--- config.mk ---
export PLATFORM = sky130hd
export DESIGN_NAME = pe_mac_sequencer
export DESIGN_NICKNAME = d
export VERILOG_FILES = /design/src/rtl/pe_mac_sequencer.sv
export SDC_FILE = /design/constraint.sdc
export NUM_CORES = 1
export LEC_CHECK = 0
export ABC_AREA = 1
export CAP_MARGIN = 10
export CORE_MARGIN = 4
export CORE_UTILIZATION = 42
export DETAILED_ROUTE_END_ITERATION = 7
export PLACE_DENSITY = 0.78
export REMOVE_ABC_BUFFERS = 1
export SLEW_MARGIN = 15
export SYNTH_ARGS = -nofsm -noshare
export SYNTH_HDL_FRONTEND = slang
export SYNTH_SLANG_ARGS = --single-unit
--- constraint.sdc ---
create_clock -name clk -period 3.09 [get_ports clk]
set_input_delay 0.4635 -clock clk [delete_from_list [all_inputs] [get_ports clk]]
set_output_delay 0.4635 -clock clk [all_outputs]
set_load 0.01 [all_outputs]
--- src/rtl/pe_mac_sequencer.sv ---
// pe_mac_sequencer: feeds a term-major operand stream into one PE MAC unit,
// clears the PE before each job and collects its rounded results by slot.
module pe_mac_sequencer #(
  parameter int DATA_W  = 16,
  parameter int NUM_ACC = 8,
  parameter int K_W     = 8
) (
  input  logic              clk,
  input  logic              rst,
  input  logic              start,
  input  logic [K_W-1:0]    cfg_k_len,
  input  logic [3:0]        cfg_num_out,
  input  logic              op_valid,
  output logic              op_ready,
  input  logic [DATA_W-1:0] op_a,
  input  logic [DATA_W-1:0] op_b,
  output logic              pe_rst_n,
  output logic [DATA_W-1:0] pe_data_in_1,
  output logic [DATA_W-1:0] pe_data_in_2,
  output logic [3:0]        pe_add_number,
  output logic              pe_rounder_en,
  input  logic [DATA_W-1:0] pe_data_out,
  output logic              res_valid,
  output logic [DATA_W-1:0] res_data,
  output logic [3:0]        res_idx,
  output logic              busy,
  output logic              done,
  output logic              cfg_err,
  output logic [2:0]        dbg_state
);

  typedef enum logic [2:0] {
    S_IDLE  = 3'd0,
    S_CLEAR = 3'd1,
    S_RUN   = 3'd2,
    S_DRAIN = 3'd3,
    S_DONE  = 3'd4
  } state_t;

  state_t              state_q, state_d;
  logic [K_W-1:0]      k_len_q, k_len_d;
  logic [3:0]          num_out_q, num_out_d;
  logic [K_W-1:0]      term_cnt_q, term_cnt_d;
  logic [3:0]          acc_cnt_q, acc_cnt_d;
  logic                op_ready_q, op_ready_d;
  logic                pe_rst_n_q, pe_rst_n_d;
  logic [DATA_W-1:0]   issue_a_q, issue_a_d;
  logic [DATA_W-1:0]   issue_b_q, issue_b_d;
  logic [3:0]          issue_slot_q, issue_slot_d;
  logic                issue_rnd_q, issue_rnd_d;
  logic [3:0]          pipe_vld_q, pipe_vld_d;
  logic [3:0][3:0]     pipe_slot_q, pipe_slot_d;
  logic                res_valid_q, res_valid_d;
  logic [DATA_W-1:0]   res_data_q, res_data_d;
  logic [3:0]          res_idx_q, res_idx_d;
  logic                busy_q, busy_d;
  logic                done_q, done_d;
  logic                cfg_err_q, cfg_err_d;

  logic hs;
  logic cfg_ok;
  logic last_acc;
  logic last_term;

  // op_valid/op_ready: a pair transfers on every rising edge where both are
  // high; op_ready is only high in RUN and the producer holds op_a/op_b
  // stable while op_valid waits for it.
  always_comb begin
    state_d      = state_q;
    k_len_d      = k_len_q;
    num_out_d    = num_out_q;
    term_cnt_d   = term_cnt_q;
    acc_cnt_d    = acc_cnt_q;
    cfg_err_d    = 1'b0;
    issue_a_d    = '0;
    issue_b_d    = '0;
    issue_slot_d = '0;
    issue_rnd_d  = 1'b0;
    hs           = op_valid && op_ready_q;
    cfg_ok       = (cfg_k_len != '0) && (cfg_num_out != 4'd0) &&
                   (cfg_num_out <= 4'(NUM_ACC));
    last_acc     = (acc_cnt_q == num_out_q - 4'd1);
    last_term    = (term_cnt_q == k_len_q - K_W'(1));

    case (state_q)
      S_IDLE: begin
        if (start) begin
          if (cfg_ok) begin
            state_d    = S_CLEAR;
            k_len_d    = cfg_k_len;
            num_out_d  = cfg_num_out;
            term_cnt_d = '0;
            acc_cnt_d  = '0;
          end else begin
            cfg_err_d = 1'b1;
          end
        end
      end
      S_CLEAR: state_d = S_RUN;
      S_RUN: begin
        if (hs) begin
          issue_a_d    = op_a;
          issue_b_d    = op_b;
          issue_slot_d = acc_cnt_q;
          issue_rnd_d  = last_term;
          if (last_acc) begin
            acc_cnt_d  = '0;
            term_cnt_d = term_cnt_q + K_W'(1);
            if (last_term) state_d = S_DRAIN;
          end else begin
            acc_cnt_d = acc_cnt_q + 4'd1;
          end
        end
      end
      S_DRAIN: if (pipe_vld_q == 4'd0) state_d = S_DONE;
      S_DONE:  state_d = S_IDLE;
      default: state_d = S_IDLE;
    endcase

    // Stage 0 loads together with the issue register; stage 3 lines up with
    // the PE rounder output, so the capture edge is four edges after issue.
    pipe_vld_d  = {pipe_vld_q[2:0], issue_rnd_d};
    pipe_slot_d = {pipe_slot_q[2:0], issue_slot_d};
    res_valid_d = pipe_vld_q[3];
    res_data_d  = pipe_vld_q[3] ? pe_data_out : '0;
    res_idx_d   = pipe_vld_q[3] ? pipe_slot_q[3] : 4'd0;

    op_ready_d  = (state_d == S_RUN);
    busy_d      = (state_d != S_IDLE);
    done_d      = (state_d == S_DONE);
    pe_rst_n_d  = (state_d != S_CLEAR);
  end

  always_ff @(posedge clk or posedge rst) begin
    if (rst) begin
      state_q      <= S_IDLE;
      k_len_q      <= '0;
      num_out_q    <= '0;
      term_cnt_q   <= '0;
      acc_cnt_q    <= '0;
      op_ready_q   <= 1'b0;
      pe_rst_n_q   <= 1'b0;
      issue_a_q    <= '0;
      issue_b_q    <= '0;
      issue_slot_q <= '0;
      issue_rnd_q  <= 1'b0;
      pipe_vld_q   <= '0;
      pipe_slot_q  <= '0;
      res_valid_q  <= 1'b0;
      res_data_q   <= '0;
      res_idx_q    <= '0;
      busy_q       <= 1'b0;
      done_q       <= 1'b0;
      cfg_err_q    <= 1'b0;
    end else begin
      state_q      <= state_d;
      k_len_q      <= k_len_d;
      num_out_q    <= num_out_d;
      term_cnt_q   <= term_cnt_d;
      acc_cnt_q    <= acc_cnt_d;
      op_ready_q   <= op_ready_d;
      pe_rst_n_q   <= pe_rst_n_d;
      issue_a_q    <= issue_a_d;
      issue_b_q    <= issue_b_d;
      issue_slot_q <= issue_slot_d;
      issue_rnd_q  <= issue_rnd_d;
      pipe_vld_q   <= pipe_vld_d;
      pipe_slot_q  <= pipe_slot_d;
      res_valid_q  <= res_valid_d;
      res_data_q   <= res_data_d;
      res_idx_q    <= res_idx_d;
      busy_q       <= busy_d;
      done_q       <= done_d;
      cfg_err_q    <= cfg_err_d;
    end
  end

  assign op_ready      = op_ready_q;
  assign pe_rst_n      = pe_rst_n_q;
  assign pe_data_in_1  = issue_a_q;
  assign pe_data_in_2  = issue_b_q;
  assign pe_add_number = issue_slot_q;
  assign pe_rounder_en = issue_rnd_q;
  assign res_valid     = res_valid_q;
  assign res_data      = res_data_q;
  assign res_idx       = res_idx_q;
  assign busy          = busy_q;
  assign done          = done_q;
  assign cfg_err       = cfg_err_q;
  assign dbg_state     = state_q;

endmodule
Yosys cells after proc, flatten, opt, wreduce, memory -nomap -nowiden
Index checks and enable logic that the tools add are counted.

$add $sub $neg: 4. Order comparisons: 1. Mux-type cells: 30. Equality and inequality tests: 12. Reductions and logical operators: 12.

Operators with widths (number): $mux W16 (5); $mux W8 (4); $mux W4 (7); $mux W3 (6); $pmux W8 S2 (1); $pmux W3 S4 (1); $eq A3 B2 Y1 const B (3); $add A8 B1 Y8 const B (1); $eq A8 B8 Y1 (1); $ne A2 B2 Y1 const B (4); $pmux W4 S2 (1); $reduce_bool A8 Y1 (1); $sub A8 B1 Y8 const B (1); $mux W1 (5); $reduce_and A5 Y1 (1); $add A4 B1 Y4 const B (1); $eq A4 B4 Y1 (1); $le A4 B4 Y1 const B (1); $logic_not A4 Y1 (1); $reduce_and A4 Y1 (1); $reduce_bool A4 Y1 (1); $sub A4 B1 Y4 const B (1); $eq A3 B1 Y1 const B (1); $eq A3 B3 Y1 const B (1); other kinds (6) (8).

Register bits: 106. Word-level logic and storage cells: 80. Input port bits: 64. Output and inout bits: 66.

Depth between registers and ports, before layout
Depth in word-level cells: 7. Gate-level depth with buffers: 13. Gate-level depth less buffers: 13.

Worst setup path after synthesis
Ideal clock, no wire load.

Path type: register -> register. Start: reg num_out_q[0]. End: reg term_cnt_q[5]. Setup slack: 1.436 ns. Clock period less this slack: 1.654 ns. Arrival: 1.537 ns. Required time: 2.973 ns. Setup time: 0.117 ns. Path buffers: 0. Cell stages (with the launch flop): 11. Path through: dfrtp_1 > inv_1 > ha_1 > xor2_1 > nand2_1 > nor2_2 > nand2_2 > o21ai_4 > nand2_4 > nand2_1 > nand2_1.

Word-level cells in the longest chain between the ends: 4.

Ends and longest elaborated chain: start, declared (line 42) `logic [3:0] num_out_q, num_out_d;`; start signal, assigned (line 158) `num_out_q <= num_out_d;`; $sub A4 B1 Y4 (line 82) `last_acc = (acc_cnt_q == num_out_q - 4'd1);`; $eq A4 B4 Y1 (line 82); $ne A2 B2 Y1 (no line); $reduce_and A5 Y1 (no line); end signal, assigned (line 159) `term_cnt_q <= term_cnt_d;`; end, declared (line 43) `logic [K_W-1:0] term_cnt_q, term_cnt_d;`.

Every way passes these cells. A chain may end at the register's enable or synchronous reset.

Worst setup path in the final report
Start: reg state_q[1], in the netlist dbg_state[1]. End: out dbg_state[1].

RTL lines: start, declared (line 40) `state_t state_q, state_d;`; start signal, assigned (line 156) `state_q <= state_d;`; end, declared (line 29) `output logic [2:0] dbg_state`.

No word-level cell between the ends.

==> results.sh <==
export IMPL_outcome="finished clean"
export IMPL_arrival_ns=1.41
export IMPL_min_to="pipe_slot_q[14]"
export IMPL_synth_main_ff_cell="dfrtp_1"
export IMPL_ir_drop_mv=0.232
export IMPL_yosysTopAreaCell="dfrtp_1"
export IMPL_synth_most_common_cell="nand2_1"
export IMPL_place_ws_ns=0.916
export IMPL_r2r_slack_ns=1.23
export IMPL_worstSkewPairLatency_ns=0.37
export IMPL_final_max_slew_viol_count=0
export IMPL_coreArea_mm2=0.00986
export IMPL_fin_util=0.597
export IMPL_postSynthAreaPerCell_um2=8.96
export IMPL_numClockSinks=105
export IMPL_setup_ws_ns=1.22
export IMPL_synth_edf_count=0
export IMPL_routed_via_density=4.63
export IMPL_fmax_mhz=535
export IMPL_fin_area_mm2=0.00589
export IMPL_grt_setup_unrepaired="false"
export IMPL_ys_warn_count=0
export IMPL_grt_ovfl_total=0
export IMPL_whs_path_depth=0
export IMPL_htree_num_levels=3
export IMPL_area_growth_pct=37.3
export IMPL_grt_pass1_vias=3187
export IMPL_cts_resized=0
export IMPL_ys_seq_area_frac=0.612
export IMPL_worstPathMaxFanout=5
export IMPL_routabilityCongestion=0.838
export IMPL_hp_start="pipe_slot_d[14]"
export IMPL_diodes=0
export IMPL_relSlewSlack=0.550
export IMPL_cts_buffer_depth=2
export IMPL_ys_ff_latch=105
export IMPL_crit_path_cell_trace="clkdlybuf4s50_1"
export IMPL_dp_hpwl_um=7050
export IMPL_start_kind="flip-flop"
export IMPL_dp_cells=727
export IMPL_die_w_um=109
export IMPL_place_port_buffers=129
export IMPL_synth_common_cells="nand2_1, dfrtp_1, nor2_1"
export IMPL_crit_buf_inv=1
export IMPL_drt_iter0_drc=251
export IMPL_synthTopCellsByArea="dfrtp_1, nand2_1, nor2_1"
export IMPL_crit_type="flip-flop to output pin"
export IMPL_yosysUniqueCellTypes=26
export IMPL_finalSetupViolCount=0
export IMPL_path_clk_slew_ns=0.10
export IMPL_cellPowerDensity_mw_per_mm2=458
export IMPL_timing_rr_end="term_cnt_q[1]"
export IMPL_async_flop_share=1.00
export IMPL_initial_core_util=0.435
export IMPL_maxCapViolCount=0
export IMPL_wl_um=9580
export IMPL_die_height_um=109
export IMPL_cpPeakStageDelay_ns=0.61
export IMPL_nets=673
export IMPL_hold_buffers=0
export IMPL_cts_buffers=9
export IMPL_grt_max_degree=79
export IMPL_r2r_start="num_out_q[0]"
export IMPL_synthCells=479
export IMPL_grt_pass1_wl_um=15300
export IMPL_finalCritPeriodShare=0.605
export IMPL_r2r_cells=10
export IMPL_dieArea_mm2=0.0119
export IMPL_via_count=3437
export IMPL_skew_ns=0.0161
export IMPL_p_leak_uw=0.00305
export IMPL_min_period_ns=1.87
export IMPL_io_pins=130
export IMPL_worstPathRequired_ns=2.63
export IMPL_crit_path_end_kind="output pin"
export IMPL_drive_gt1_frac=0.0492
export IMPL_cp_top_family="buffers and inverters"
export IMPL_p_total_uw=2690
export IMPL_ctsRootBufferMaster="clkbuf_8"
export IMPL_wl_per_cell_um=12.9
export IMPL_cts_tree="yes"
export IMPL_dr_pass1_iters=4
export IMPL_ant_nets=0
export IMPL_hold_class="flip-flop to flip-flop"
export IMPL_tightest_slew_ns=0.674
export IMPL_grt_antenna_before_repair=0
export IMPL_dpl_cell_area_mm2=0.00570
export IMPL_syn_cell_area_mm2=0.00429
export IMPL_yosysTopAreaCellShare=0.612
export IMPL_finalHoldViolCount=0
export IMPL_cts_setup_buffers=0
export IMPL_stdcell_count=743
export IMPL_drc=0
export IMPL_rows=36
export IMPL_grt_usage=0.165
export IMPL_fillers=807
export IMPL_slowest_stage="clkdlybuf4s50_1"
cell type report:
class                      count  area, µm²  area share
clock buffer                   9        124      0.0210
tap                          133        166      0.0282
sequential                   105       2630       0.446
timing repair buffer         132       1330       0.225
clock inverter                 7       63.8      0.0108
inverter                      64        243      0.0412
multi-input combinational    293       1340       0.227
worst max-delay path by stage:
| stage | startpoint | end | depth (start not counted) |
|---|---|---|---|
| CTS | dbg_state[1] | dbg_state[1] | 1 |
| floorplan | rst | acc_cnt_q[0] | 1 |
| detailed placement | cfg_num_out[1] | op_ready | 11 |
| finish | dbg_state[1] | dbg_state[1] | 1 |
| global placement | cfg_num_out[0] | op_ready | 11 |
| global route | k_len_q[0] | op_ready | 11 |
kinds of logic (layout without fill, tap and decap cells):
| family | count (synthesis) | count (layout) | share of synthesized area |
|---|---|---|---|
| AOI/OAI and AO/OA | 22 | 22 | 0.0306 |
| xor gates and xnor gates | 11 | 11 | 0.0225 |
| adders and majority gates | 4 | 4 | 0.0117 |
| buffers and inverters | 81 | 212 | 0.0752 |
| DFF | 105 | 105 | 0.612 |
| and+or+nand+nor | 256 | 256 | 0.248 |
sequential cells by signal, summed over array words and instances (netlist names), 8 cells and up:
name          flops
pe_data_in_1     16
pe_data_in_2     16
res_data         16
term_cnt_q        8
k_len_q           8
pipe_slot_d      12
report_power, final:
part	leakage, µW	switching [µW]	total (µW)	internal [µW]
clock	0.0000930	491	798	307
combinational	0.00156	164	362	198
sequential	0.00139	69.7	1540	1470
through the flow:
stage | setup TNS (ns) | hold WS (ns)
after floorplan | -14.07 | 0.331
final | 0 | 0.349
after detailed placement | 0 | 0.335
after CTS | 0 | 0.353
after global placement | 0 | 0.331
after global routing | 0 | 0.352
routing by layer:
| layer | wire length [µm] | GRT usage | share of wire |
|---|---|---|---|
| met1 | 4260 | 0.216 | 0.44 |
| met2 | 4340 | 0.271 | 0.45 |
| met3 | 881 | 0.0414 | 0.092 |
| met4 | 93 | 0.0487 | 0.0097 |
| met5 | 0 | 0 | 0 |
cell usage in the layout, fill, tap and decap left out, types with 7 or more instances in the layout:
master and count:
clkbuf_8 9, clkdlybuf4s50_1 129, dfrtp_1 105, inv_1 61, nand2_1 140, nand3_1 23
nand4_1 7, nor2_1 69, o21ai_0 19, xor2_1 7
Note: power is estimated with default switching activity, not from simulation.
